## src/rtl/uart_receiver.sv

```systemverilog
// uart_receiver: 16x-oversampled 8N1 UART receiver with done/error strobes.
// Define UART_RX_PARITY_EN to add an even-parity bit between data and stop.
module uart_receiver #(
  parameter int NB_DATA      = 8,
  parameter int N_TICKS      = 16,
  parameter int BAUD_DIVISOR = 651,
  parameter int NB_DIVISOR   = 10
) (
  input  logic               i_clock,
  input  logic               i_reset,
  input  logic               i_rx,
  output logic [NB_DATA-1:0] o_rx_data,
  output logic               o_rx_done,
  output logic               o_rx_error,
  output logic               o_busy
);
  localparam int NB_SCNT = $clog2(N_TICKS);
  localparam int NB_BCNT = $clog2(NB_DATA);
  localparam logic [NB_DIVISOR-1:0] DIV_LAST = NB_DIVISOR'(BAUD_DIVISOR - 1);
  localparam logic [NB_SCNT-1:0]    S_MID    = NB_SCNT'(N_TICKS / 2 - 1);
  localparam logic [NB_SCNT-1:0]    S_LAST   = NB_SCNT'(N_TICKS - 1);
  localparam logic [NB_BCNT-1:0]    B_LAST   = NB_BCNT'(NB_DATA - 1);

  typedef enum logic [2:0] {
    IDLE, START, DATA, STOP, RECOVER
`ifdef UART_RX_PARITY_EN
    , PARITY
`endif
  } state_t;

`ifdef UART_RX_PARITY_EN
  localparam state_t AFTER_DATA = PARITY;
`else
  localparam state_t AFTER_DATA = STOP;
`endif

  state_t               state_q, state_d;
  logic                 rx_m, rx_s, tick;
  logic [NB_DIVISOR-1:0] tick_cnt;
  logic [NB_SCNT-1:0]   s_cnt_q, s_cnt_d;
  logic [NB_BCNT-1:0]   b_cnt_q, b_cnt_d;
  logic [NB_DATA-1:0]   shift_q, shift_d, data_d;
  logic                 done_d, err_d, par_bad;

`ifdef UART_RX_PARITY_EN
  logic par_q, par_d;
  assign par_bad = par_q;
`else
  assign par_bad = 1'b0;
`endif

  assign tick   = tick_cnt == DIV_LAST;
  assign o_busy = state_q != IDLE;

  always_ff @(posedge i_clock) begin
    if (i_reset) begin
      rx_m       <= 1'b1;
      rx_s       <= 1'b1;
      tick_cnt   <= '0;
      state_q    <= IDLE;
      s_cnt_q    <= '0;
      b_cnt_q    <= '0;
      shift_q    <= '0;
      o_rx_data  <= '0;
      o_rx_done  <= 1'b0;
      o_rx_error <= 1'b0;
`ifdef UART_RX_PARITY_EN
      par_q      <= 1'b0;
`endif
    end else begin
      rx_m       <= i_rx;
      rx_s       <= rx_m;
      tick_cnt   <= tick ? '0 : tick_cnt + 1'b1;
      state_q    <= state_d;
      s_cnt_q    <= s_cnt_d;
      b_cnt_q    <= b_cnt_d;
      shift_q    <= shift_d;
      o_rx_data  <= data_d;
      o_rx_done  <= done_d;
      o_rx_error <= err_d;
`ifdef UART_RX_PARITY_EN
      par_q      <= par_d;
`endif
    end
  end

  always_comb begin
    state_d = state_q;
    s_cnt_d = s_cnt_q;
    b_cnt_d = b_cnt_q;
    shift_d = shift_q;
    data_d  = o_rx_data;
    done_d  = 1'b0;
    err_d   = 1'b0;
`ifdef UART_RX_PARITY_EN
    par_d   = par_q;
`endif
    case (state_q)
      IDLE: if (!rx_s) begin
        state_d = START;
        s_cnt_d = '0;
      end
      START: if (tick) begin
        s_cnt_d = s_cnt_q + 1'b1;
        if (s_cnt_q == S_MID) begin
          state_d = rx_s ? IDLE : DATA;
          s_cnt_d = '0;
          b_cnt_d = '0;
        end
      end
      DATA: if (tick) begin
        s_cnt_d = (s_cnt_q == S_LAST) ? '0 : s_cnt_q + 1'b1;
        if (s_cnt_q == S_LAST) begin
          shift_d = {rx_s, shift_q[NB_DATA-1:1]};
          b_cnt_d = b_cnt_q + 1'b1;
          state_d = (b_cnt_q == B_LAST) ? AFTER_DATA : DATA;
        end
      end
`ifdef UART_RX_PARITY_EN
      PARITY: if (tick) begin
        s_cnt_d = (s_cnt_q == S_LAST) ? '0 : s_cnt_q + 1'b1;
        if (s_cnt_q == S_LAST) begin
          par_d   = ^{shift_q, rx_s};
          state_d = STOP;
        end
      end
`endif
      STOP: if (tick) begin
        s_cnt_d = (s_cnt_q == S_LAST) ? '0 : s_cnt_q + 1'b1;
        if (s_cnt_q == S_LAST) begin
          done_d  = rx_s && !par_bad;
          err_d   = !(rx_s && !par_bad);
          data_d  = (rx_s && !par_bad) ? shift_q : o_rx_data;
          state_d = rx_s ? IDLE : RECOVER;
        end
      end
      // a held-low line must go high before another start bit is honoured
      RECOVER: if (rx_s) state_d = IDLE;
      default: state_d = IDLE;
    endcase
  end
endmodule

```

## config.mk

```make
export PLATFORM = sky130hd
export DESIGN_NAME = uart_receiver
export DESIGN_NICKNAME = d
export VERILOG_FILES = /design/src/rtl/uart_receiver.sv
export SDC_FILE = /design/constraint.sdc
export NUM_CORES = 1
export LEC_CHECK = 0
export ABC_AREA = 1
export BUFFER_PORTS_ARGS = -buffer_cell sky130_fd_sc_hd__buf_2
export CORE_MARGIN = 2
export CORE_UTILIZATION = 30
export DETAILED_ROUTE_END_ITERATION = 16
export GPL_TIMING_DRIVEN = 0
export SLEW_MARGIN = 25
export SYNTH_ARGS = -nofsm -noshare
export SYNTH_HDL_FRONTEND = slang
export SYNTH_SLANG_ARGS = --single-unit
```

## constraint.sdc

```tcl
create_clock -name i_clock -period 4.3 [get_ports i_clock]
set_input_delay 0.86 -clock i_clock [delete_from_list [all_inputs] [get_ports i_clock]]
set_output_delay 0.86 -clock i_clock [all_outputs]
set_load 0.02 [all_outputs]
```

Yosys cells after proc, flatten, opt, wreduce, memory -nomap -nowiden
Index checks and enable logic that the tools add are counted.
{ "totals": {"reg_bits": 40, "inputBits": 3, "word_cells": 69} }
{ "op_classes": {"n_eq_ne": 17, "n_addsub": 3, "n_reduce_logical": 13, "muxes": 23, "n_bitwise": 3} }
{ "op_table": {"columns": ["operator", "count"], "rows": [
  ["3-bit 2-to-1 mux", 13],
  ["4-bit 2-to-1 mux", 5],
  ["2-bit inequality test (second input constant)", 8],
  ["3-bit one-hot mux with 5 select lines", 1],
  ["4-bit one-hot mux with 3 select lines", 1],
  ["10-bit by 1-bit adder with 10-bit output (second input constant)", 1],
  ["10-bit equality test (second input constant)", 1],
  ["4-bit AND reduction", 2],
  ["8-bit AND reduction", 1],
  ["3-bit by 2-bit equality test with 1-bit output (second input constant)", 2],
  ["3-bit equality test (second input constant)", 2],
  ["3-bit one-hot mux with 2 select lines", 1],
  ["3-bit nonzero test", 2],
  ["5-bit AND reduction", 1],
  ["4-bit by 1-bit adder with 4-bit output (second input constant)", 1],
  ["4-bit by 3-bit equality test with 1-bit output (second input constant)", 1],
  ["4-bit equality test (second input constant)", 1],
  ["2-bit OR reduction", 2],
  ["4-bit OR reduction", 1],
  ["3-bit by 1-bit adder with 3-bit output (second input constant)", 1],
  ["3-bit by 1-bit equality test with 1-bit output (second input constant)", 1],
  ["3-bit zero test", 1],
  ["1-bit NOT", 3],
  ["3-bit AND reduction", 1],
  ["other kinds (5)", 5]
]} }

Depth between registers and ports, before layout
Gate-level depths: netlist of run 1.
{ "depth": {"depth_word": 5, "ltp_mapped": 12, "ltp_nobuf": 11} }

Worst setup path after synthesis of run 1
OpenSTA, ideal clock, no wires.
{ "synth_timing": {"path_kind": "flip-flop to output port", "start": "register state_q[0]", "end": "output port o_busy", "stages_incl_launch_ff": 3, "t_arrival_ns": 0.762, "path_buffers": 0, "setup_slack_ns": 2.678, "path_cell_list": "dfxtp_1 nor2_1 nand2_1"} }
{ "synth_via": {"elab_chain_cells": 1} }
{ "synth_lines": {"columns": ["item", "line", "source"], "rows": [
  ["start, declared", "37", "state_t state_q, state_d;"],
  ["start signal, assigned", "74", "state_q <= state_d;"],
  ["3-bit nonzero test", "53", "assign o_busy = state_q != IDLE;"],
  ["end, declared", "15", "output logic o_busy"]
]} }
No other way between the ends.

Worst setup path after layout of run 1
Ends and elaborated chain as after synthesis.

==> results of run 1 <==
## routing by layer
| layer | up-vias | share of wire (%) |
|---|---|---|
| met4 | 0 | 0.92 |
| met5 | - | 0 |
| met1 | 711 | 51 |
| met3 | 2 | 2.8 |
| met2 | 23 | 45 |
| li1 | 855 | - |
## worst min-delay path by stage
stage / startpoint / endpoint / slack, ns
detailed placement: rx_m / rx_s / 0.40
floorplan: rx_m / rx_s / 0.39
global route: rx_m / rx_s / 0.45
global placement: rx_m / rx_s / 0.39
CTS: rx_m / rx_s / 0.42
finish: rx_m / rx_s / 0.41
## layout make-up
class | count | area share (%)
buffer | 6 | 1.99
clock inverter | 1 | 0.411
tap | 75 | 4.40
sequential | 40 | 37.5
inverter | 27 | 4.75
clock buffer | 7 | 3.58
multi-input combinational | 179 | 44.5
timing repair buffer | 12 | 2.82
## state kept, by name, summed over array words and instances, names as in the netlist
signal      count
b_cnt_q         3
state_q         3
s_cnt_q         4
rx_s            1
rx_m            1
o_rx_done       1
o_rx_error      1
shift_q         8
o_rx_data       8
tick_cnt       10
## logic make-up after synthesis
kind of cell | share of synthesized area [%]
compound gates | 11.4
fa+ha+maj | 3.30
buf+inv | 7.60
simple gates | 34.0
flops | 42.3
xor+xnor | 1.39
## report_power, final
part	internal [W]	total (W)	leakage, nW	switching [W]
Sequential	0.000394	0.000418	0.324	0.0000241
Clock	0.000116	0.000246	0.0424	0.000130
Combinational	0.0000681	0.000206	0.496	0.000137
Total	0.000578	0.000870	0.862	0.000292
## metrics by stage
stage                     setup slack (ns)  hold WS, ns
final                                 2.14        0.414
after global routing                  2.07        0.449
after CTS                             2.11        0.416
after detailed placement              2.43        0.397
after global placement                2.39        0.392
after floorplan                       2.68        0.389
## placed cells by master (no fill, tap or decap), types with 2 or more instances in the layout
master	Yosys	routed
nor3b_1	2	2
nor2_2	4	4
a21oi_2	2	2
nor2_1	38	38
clkbuf_8	0	5
ha_1	5	5
dfxtp_1	40	40
o21ai_1	3	3
a211oi_1	2	2
clkbuf_1	2	4
nand3_1	13	13
o21a_1	8	8
nand2_1	45	45
buf_6	2	2
nor2_4	4	4
or2_2	2	2
xor2_1	2	2
a21oi_1	19	19
nor3_1	19	19
inv_1	25	25
buf_2	1	13
inv_2	2	2
==> results.sh, run 1 <==
export IMPL_cts_max_path_buffers=2
export IMPL_start_util_pct=31.4
export IMPL_vias=1591
export IMPL_rrSetupSlack_ns=2.56
export IMPL_crit_type="reg2out"
export IMPL_slew_viol_final=0
export IMPL_crit_arrival_ns=1.30
export IMPL_clk_latency_ns=0.29
export IMPL_syn_avg_cell_area_sq_um=7.52
export IMPL_ys_ff_latch=40
export IMPL_diodes=0
export IMPL_place_inst=339
export IMPL_critical_path_cell_chain="nor2_1 -> nand2_1 -> buf_2"
export IMPL_hp_class="reg2reg"
export IMPL_cpMaxStageDelayCell="dfxtp_1"
export IMPL_track_usage_pct=11.5
export IMPL_fin_tns_setup_ns=0
export IMPL_cp_required_ns=3.44
export IMPL_worstMarginPinSlew_ns=0.467
export IMPL_fmax_mhz=463
export IMPL_slew_headroom_pct=68.9
export IMPL_via_per_inst=4.59
export IMPL_synth_edf_count=0
export IMPL_wl_mm=3.80
export IMPL_synthFlopType="dfxtp_1"
export IMPL_p_leak_nw=0.862
export IMPL_rows=28
export IMPL_dieHeight_microns=83.5
export IMPL_cts_made_buffers=5
export IMPL_worstSetupStartpoint="state_q[0]"
export IMPL_critPathBufInv=1
export IMPL_drt_initial_drc_count=80
export IMPL_placed_area_sq_mm=0.00205
export IMPL_synth_seq_area_share_pct=42.3
export IMPL_yosys_area_top_type_share_pct=42.3
export IMPL_port_buffers=12
export IMPL_synth_top_area_cell="dfxtp_1"
export IMPL_use_met1_pct=15.6
export IMPL_power_density_mw_per_mm2=408
export IMPL_clk_pin_slew_ns=0.08
export IMPL_drc_errors=0
export IMPL_synth_cells=252
export IMPL_setup_viol=0
export IMPL_final_cells=347
export IMPL_power_total_w=0.000870
export IMPL_syn2layout_area_growth_pct=12.6
export IMPL_grt_pass1_vias=1434
export IMPL_nets=279
export IMPL_reg2reg_depth=9
export IMPL_cts_tree="done"
export IMPL_crit_end="o_busy"
export IMPL_r2r_end="s_cnt_q[3]"
export IMPL_clock_sinks=40
export IMPL_multi_input_area_sq_um=950
export IMPL_cpPeakStageDelay_ns=0.39
export IMPL_coreArea_sq_mm=0.00603
export IMPL_hold_violations=0
export IMPL_yosysMostFrequentCell="nand2_1"
export IMPL_ctsHoldBuffers=0
export IMPL_drive_above_1_share_pct=14.7
export IMPL_final_core_util_pct=35.4
export IMPL_drtPass1Iterations=5
export IMPL_cp_depth=3
export IMPL_cts_post_setup_buffers_inserted=0
export IMPL_grt_util_met2_pct=18.1
export IMPL_pin_count=14
export IMPL_chipWidth_microns=83.5
export IMPL_dp_hpwl_mm=2.77
export IMPL_rsz0062_at_grt="false"
export IMPL_synth_common_cells="nand2_1 (45), dfxtp_1 (40), nor2_1 (38)"
export IMPL_worst_r2r_startpoint="tick_cnt[0]"
export IMPL_use_met3_pct=2.87
export IMPL_ant_nets=0
export IMPL_antenna_found_initial=0
export IMPL_design_area_sq_mm=0.00213
export IMPL_outcome="finished clean"
export IMPL_overflow=0
export IMPL_synth_area_top_cells="dfxtp_1 (42%), nand2_1 (8.9%), nor2_1 (7.5%)"
export IMPL_grt_pass1_wl_mm=6.67
export IMPL_synth_warnings=0
export IMPL_ctsResizeCount=0
export IMPL_peakVddDrop_mv=0.179
export IMPL_fillCellCount=653
export IMPL_root_buffer="clkbuf_8"
export IMPL_seqCellArea_sq_um=801
export IMPL_grt_max_degree=13
export IMPL_gp_routability_congestion=0.854
export IMPL_syn_area_sq_mm=0.00189
export IMPL_maxCapViolCount=0
export IMPL_htree_levels=2
export IMPL_finalCritPeriodShare_pct=50.3
export IMPL_syn_nets=260
export IMPL_critPathTopFamily="simple AND/OR/NAND/NOR gates"
export IMPL_routedWlPerCell_microns=11.0
export IMPL_critPathLaunchType="register"
export IMPL_crit_fanout=6
export IMPL_async_reset_ff_share_pct=0
export IMPL_hold_depth=1
export IMPL_ys_types=33
export IMPL_cp_end_kind="output pin"
export IMPL_clock_skew_final_ns=0.0111
export IMPL_dieArea_sq_mm=0.00697
export IMPL_grt_most_used_layer="met2"
export IMPL_period_needed_ns=2.16
Power figures use the tool's default switching activity.
==> run 2, diff against run 1 <==
- clock period: 4.3 -> 1.9 ns (I/O delays scaled with it)
==> results.sh, run 2 (synthesis gave the netlist of run 1 again) <==
export IMPL_cp_depth=9
export IMPL_swShare_pct=33.5
export IMPL_fin_tns_setup_ns=0
export IMPL_antenna_found_initial=0
export IMPL_reg2reg_depth=9
export IMPL_cp_required_ns=2.07
export IMPL_chipWidth_microns=83.5
export IMPL_wl_mm=3.78
export IMPL_htree_levels=2
export IMPL_cp_end_kind="register"
export IMPL_coreArea_sq_mm=0.00603
export IMPL_grt_max_degree=13
export IMPL_seqCellArea_sq_um=801
export IMPL_multi_input_area_sq_um=955
export IMPL_dieHeight_microns=83.5
export IMPL_cpMaxStageDelayCell="dfxtp_1"
export IMPL_layout_common_cells="nand2_1 (45), dfxtp_1 (40), nor2_1 (38)"
export IMPL_peakVddDrop_mv=0.404
export IMPL_critPathLaunchType="register"
export IMPL_rows=28
export IMPL_drtPass1Iterations=4
export IMPL_start_util_pct=31.4
export IMPL_drt_initial_drc_count=75
export IMPL_power_density_mw_per_mm2=920
export IMPL_clk_pin_slew_ns=0.08
export IMPL_critPathBufInv=1
export IMPL_setup_viol=0
export IMPL_ant_nets=0
export IMPL_wl_met2_mm=1.73
export IMPL_final_core_util_pct=35.5
export IMPL_worstMarginPinSlew_ns=0.467
export IMPL_hold_violations=0
export IMPL_cpPeakStageDelay_ns=0.34
export IMPL_largest_reg_flops=10
export IMPL_netSwitchingPower_w=0.000659
export IMPL_fmax_mhz=591
export IMPL_crit_arrival_ns=1.87
export IMPL_diodes=0
export IMPL_vias=1593
export IMPL_crit_end="s_cnt_q[3]"
export IMPL_worstSetupStartpoint="tick_cnt[0]"
export IMPL_pin_count=14
export IMPL_critical_path_cell_chain="inv_1 -> ha_1 -> nand2_1 -> nor2_4 -> nand3_2 -> a21oi_2 -> nand2_1 -> o21ai_1 -> nor2_1"
export IMPL_rrSetupSlack_ns=0.21
export IMPL_hp_class="in2reg"
export IMPL_crit_type="reg2reg"
export IMPL_ctsResizeCount=0
export IMPL_slew_viol_final=0
export IMPL_critPathTopFamily="simple AND/OR/NAND/NOR gates"
export IMPL_clockPowerShare_pct=28.3
export IMPL_clock_skew_final_ns=0.0106
export IMPL_nets=279
export IMPL_p_int_w=0.00131
export IMPL_fillCellCount=650
export IMPL_r2r_end="s_cnt_q[3]"
export IMPL_cts_tree="done"
export IMPL_outcome="finished clean"
export IMPL_clk_latency_ns=0.29
export IMPL_highest_signal_layer="met4"
export IMPL_met3_length_microns=88
export IMPL_drc_errors=0
export IMPL_port_buffers=12
export IMPL_routedWlPerCell_microns=10.9
export IMPL_top_register="tick_cnt"
export IMPL_syn2layout_area_growth_pct=12.9
export IMPL_period_needed_ns=1.69
export IMPL_grt_pass1_vias=1434
export IMPL_track_usage_pct=11.5
export IMPL_rsz0062_at_grt="false"
export IMPL_cts_max_path_buffers=2
export IMPL_ctsHoldBuffers=0
export IMPL_grt_pass1_wl_mm=6.67
export IMPL_final_common_cell="nand2_1"
export IMPL_crit_fanout=5
export IMPL_top_regs="tick_cnt (10), o_rx_data (8), shift_q (8)"
export IMPL_worst_r2r_startpoint="tick_cnt[0]"
export IMPL_met1_length_mm=1.92
export IMPL_cts_made_buffers=5
export IMPL_power_total_w=0.00197
export IMPL_combPwrFrac_pct=23.6
export IMPL_crit_top_cell="nand2_1"
export IMPL_p_leak_nw=0.863
export IMPL_overflow=0
export IMPL_drive_above_1_share_pct=14.7
export IMPL_clock_sinks=40
export IMPL_slew_headroom_pct=68.8
export IMPL_dp_hpwl_mm=2.77
export IMPL_dieArea_sq_mm=0.00697
export IMPL_cts_post_setup_buffers_inserted=0
export IMPL_root_buffer="clkbuf_8"
export IMPL_gp_routability_congestion=0.854
export IMPL_finalCritPeriodShare_pct=89.1
export IMPL_pwr_share_seq_pct=48.1
export IMPL_via_per_inst=4.59
export IMPL_maxCapViolCount=0
[run 2: cell counts in the layout (fill, tap and decap cells not counted)]
Identical to the previous run, type by type.
[run 2: power by group through the flow]
| stage | Clock [W] | Combinational [W] | Sequential [W] |
|---|---|---|---|
| floorplan | 0 | 0.000375 | 0.000954 |
| global placement | 0 | 0.000456 | 0.000965 |
| detailed placement | 0 | 0.000460 | 0.000967 |
| CTS | 0.000579 | 0.000464 | 0.000947 |
| global route | 0.000613 | 0.000543 | 0.000955 |
| finish | 0.000556 | 0.000464 | 0.000947 |
[run 2: cell type report]
cell class | instances | area share [%]
multi-input cells | 179 | 44.6
flip-flops and latches | 40 | 37.4
inverters | 27 | 4.74
well taps | 75 | 4.39
clock buffers | 7 | 3.57
repair buffers | 12 | 2.81
plain buffers | 6 | 1.99
clock inverters | 1 | 0.410
[run 2: through the flow]
step                      hold WS, ns  worst slack [ns]  instance area (sq um)  cells
after detailed placement        0.397             0.157                   2050    339
final                           0.271             0.207                   2140    347
after CTS                       0.261             0.145                   2130    347
after floorplan                 0.389             0.347                   1890    252
after global routing            0.261            0.0323                   2140    347
after global placement          0.392             0.182                   2050    339
[run 2: metal layers]
metal | vias up | global-route usage [%]
met2 | 16 | 18.1
met3 | 2 | 2.87
li1 | 855 | -
met4 | 0 | 3.52
met1 | 720 | 15.6
met5 | - | 0
[run 2: worst min-delay path by stage]
stage,slack [ns],startpoint,cells after the start,endpoint
floorplan,0.39,rx_m,1,rx_s
global placement,0.39,rx_m,1,rx_s
detailed placement,0.40,rx_m,1,rx_s
CTS,0.26,i_rx,2,rx_m
global route,0.26,i_rx,2,rx_m
finish,0.27,i_rx,2,rx_m
==> run 3, diff against run 2 <==
- CTS_BUF_LIST: not set -> sky130_fd_sc_hd__clkbuf_16
==> results.sh, run 3 (synthesis gave the netlist of run 1 again) <==
export IMPL_drtPass1Iterations=4
export IMPL_start_util_pct=31.4
export IMPL_root_buffer="clkbuf_16"
export IMPL_clock_sinks=40
export IMPL_netSwitchingPower_w=0.000699
export IMPL_crit_top_cell="nand2_1"
export IMPL_dp_hpwl_mm=2.77
export IMPL_diodes=0
export IMPL_vias=1601
export IMPL_p_leak_nw=0.897
export IMPL_period_needed_ns=1.69
export IMPL_grt_pass1_wl_mm=6.75
export IMPL_cts_made_buffers=5
export IMPL_seqCellArea_sq_um=801
export IMPL_peakVddDrop_mv=0.486
export IMPL_track_usage_pct=11.9
export IMPL_slew_viol_final=0
export IMPL_grt_pass1_vias=1439
export IMPL_p_int_w=0.00153
export IMPL_antenna_found_initial=0
export IMPL_setup_viol=0
export IMPL_clock_skew_final_ns=0.00797
export IMPL_clockPowerShare_pct=36.6
export IMPL_final_cells=347
export IMPL_critical_path_cell_chain="inv_1 -> ha_1 -> nand2_1 -> nor2_4 -> nand3_2 -> a21oi_2 -> nand2_1 -> o21ai_1 -> nor2_1"
export IMPL_outcome="finished clean"
export IMPL_ant_nets=0
export IMPL_final_core_util_pct=36.4
export IMPL_nets=279
export IMPL_clk_latency_ns=0.29
export IMPL_htree_levels=2
export IMPL_top_register="tick_cnt"
export IMPL_fillCellCount=641
export IMPL_cpPeakStageDelay_ns=0.33
export IMPL_finalCritPeriodShare_pct=88.8
export IMPL_largest_reg_flops=10
export IMPL_port_buffers=12
export IMPL_rsz0062_at_grt="false"
export IMPL_hp_class="in2reg"
export IMPL_fin_tns_setup_ns=0
export IMPL_cts_tree="done"
export IMPL_clk_pin_slew_ns=0.06
export IMPL_dieHeight_microns=83.5
export IMPL_drive_above_1_share_pct=14.7
export IMPL_crit_arrival_ns=1.86
export IMPL_syn2layout_area_growth_pct=15.9
export IMPL_grt_max_degree=13
export IMPL_swShare_pct=31.4
export IMPL_via_per_inst=4.61
export IMPL_dieArea_sq_mm=0.00697
export IMPL_gp_routability_congestion=0.854
export IMPL_wl_mm=3.83
export IMPL_rows=28
export IMPL_combPwrFrac_pct=20.8
export IMPL_pwr_share_seq_pct=42.6
export IMPL_hold_violations=0
export IMPL_drc_errors=0
export IMPL_drt_initial_drc_count=48
export IMPL_crit_type="reg2reg"
export IMPL_multi_input_area_sq_um=955
export IMPL_worstMarginPinSlew_ns=0.476
export IMPL_pin_count=14
export IMPL_layout_common_cells="nand2_1 (45), dfxtp_1 (40), nor2_1 (38)"
export IMPL_crit_fanout=5
export IMPL_cp_required_ns=2.07
export IMPL_coreArea_sq_mm=0.00603
export IMPL_cpMaxStageDelayCell="dfxtp_1"
export IMPL_power_total_w=0.00223
export IMPL_overflow=0
export IMPL_hold_depth=2
export IMPL_slew_headroom_pct=68.2
export IMPL_top_regs="tick_cnt (10), o_rx_data (8), shift_q (8)"
export IMPL_chipWidth_microns=83.5
export IMPL_power_density_mw_per_mm2=1010
export IMPL_cts_max_path_buffers=2
export IMPL_critPathLaunchType="register"
export IMPL_maxCapViolCount=0
export IMPL_cp_end_kind="register"
export IMPL_reg2reg_depth=9
export IMPL_fmax_mhz=592
export IMPL_routedWlPerCell_microns=11.0
export IMPL_final_common_cell="nand2_1"
export IMPL_place_inst=339
run 3: power by group through the flow:
stage	logic (W)	registers, W	clock network [W]
final	0.000463	0.000948	0.000814
after global routing	0.000543	0.000956	0.000869
after CTS	0.000465	0.000948	0.000836
after detailed placement	0.000460	0.000967	0
after global placement	0.000456	0.000965	0
after floorplan	0.000375	0.000954	0
run 3: path summary, 6_finish.rpt:
check	startpoint	endpoint	slack, ns
max	tick_cnt[0]	s_cnt_q[3]	0.21
min	i_rx	rx_m	0.27
max reg2reg	tick_cnt[0]	s_cnt_q[3]	0.21
min reg2reg	rx_m	rx_s	0.41
run 3: metal layers:
metal	wire (microns)	part of all wire (%)	vias to the layer above	GRT usage, %
li1	-	-	855	-
met1	1940	51	722	15.7
met2	1700	44	18	18.3
met3	108	2.8	6	2.87
met4	82	2.1	0	5.72
met5	0	0	-	0
run 3: final cells by class:
| type | count | share of cell area, % |
|---|---|---|
| plain buffers | 6 | 1.94 |
| clock buffers | 5 | 5.70 |
| clock inverters | 3 | 0.741 |
| inverters | 27 | 4.62 |
| multi-input cells | 179 | 43.5 |
| flip-flops and latches | 40 | 36.5 |
| well taps | 75 | 4.28 |
| repair buffers | 12 | 2.74 |
run 3: worst max-delay path: cells and delay by family, from the launching register on:
family                   cells  cell delay (ns)
buffers and inverters        1             0.06
AO/OA/AOI/OAI                2             0.43
adder cells (fa/ha/maj)      1             0.16
AND/OR/NAND/NOR              5             0.59
flip-flops                   1             0.33
run 3: through the flow:
stage / area (sq um) / hold WS [ns] / worst slack (ns)
after global routing: 2190 / 0.275 / 0.0406
after global placement: 2050 / 0.392 / 0.182
after CTS: 2190 / 0.267 / 0.137
after detailed placement: 2050 / 0.397 / 0.157
after floorplan: 1890 / 0.389 / 0.347
final: 2190 / 0.274 / 0.212
run 3: timing repair:
action / in CTS / in global routing
gates resized for setup: 0 / 1
hold buffers: 0 / 0
endpoints found under the setup margin: 0 / 3
buffers inserted: 0 / 0
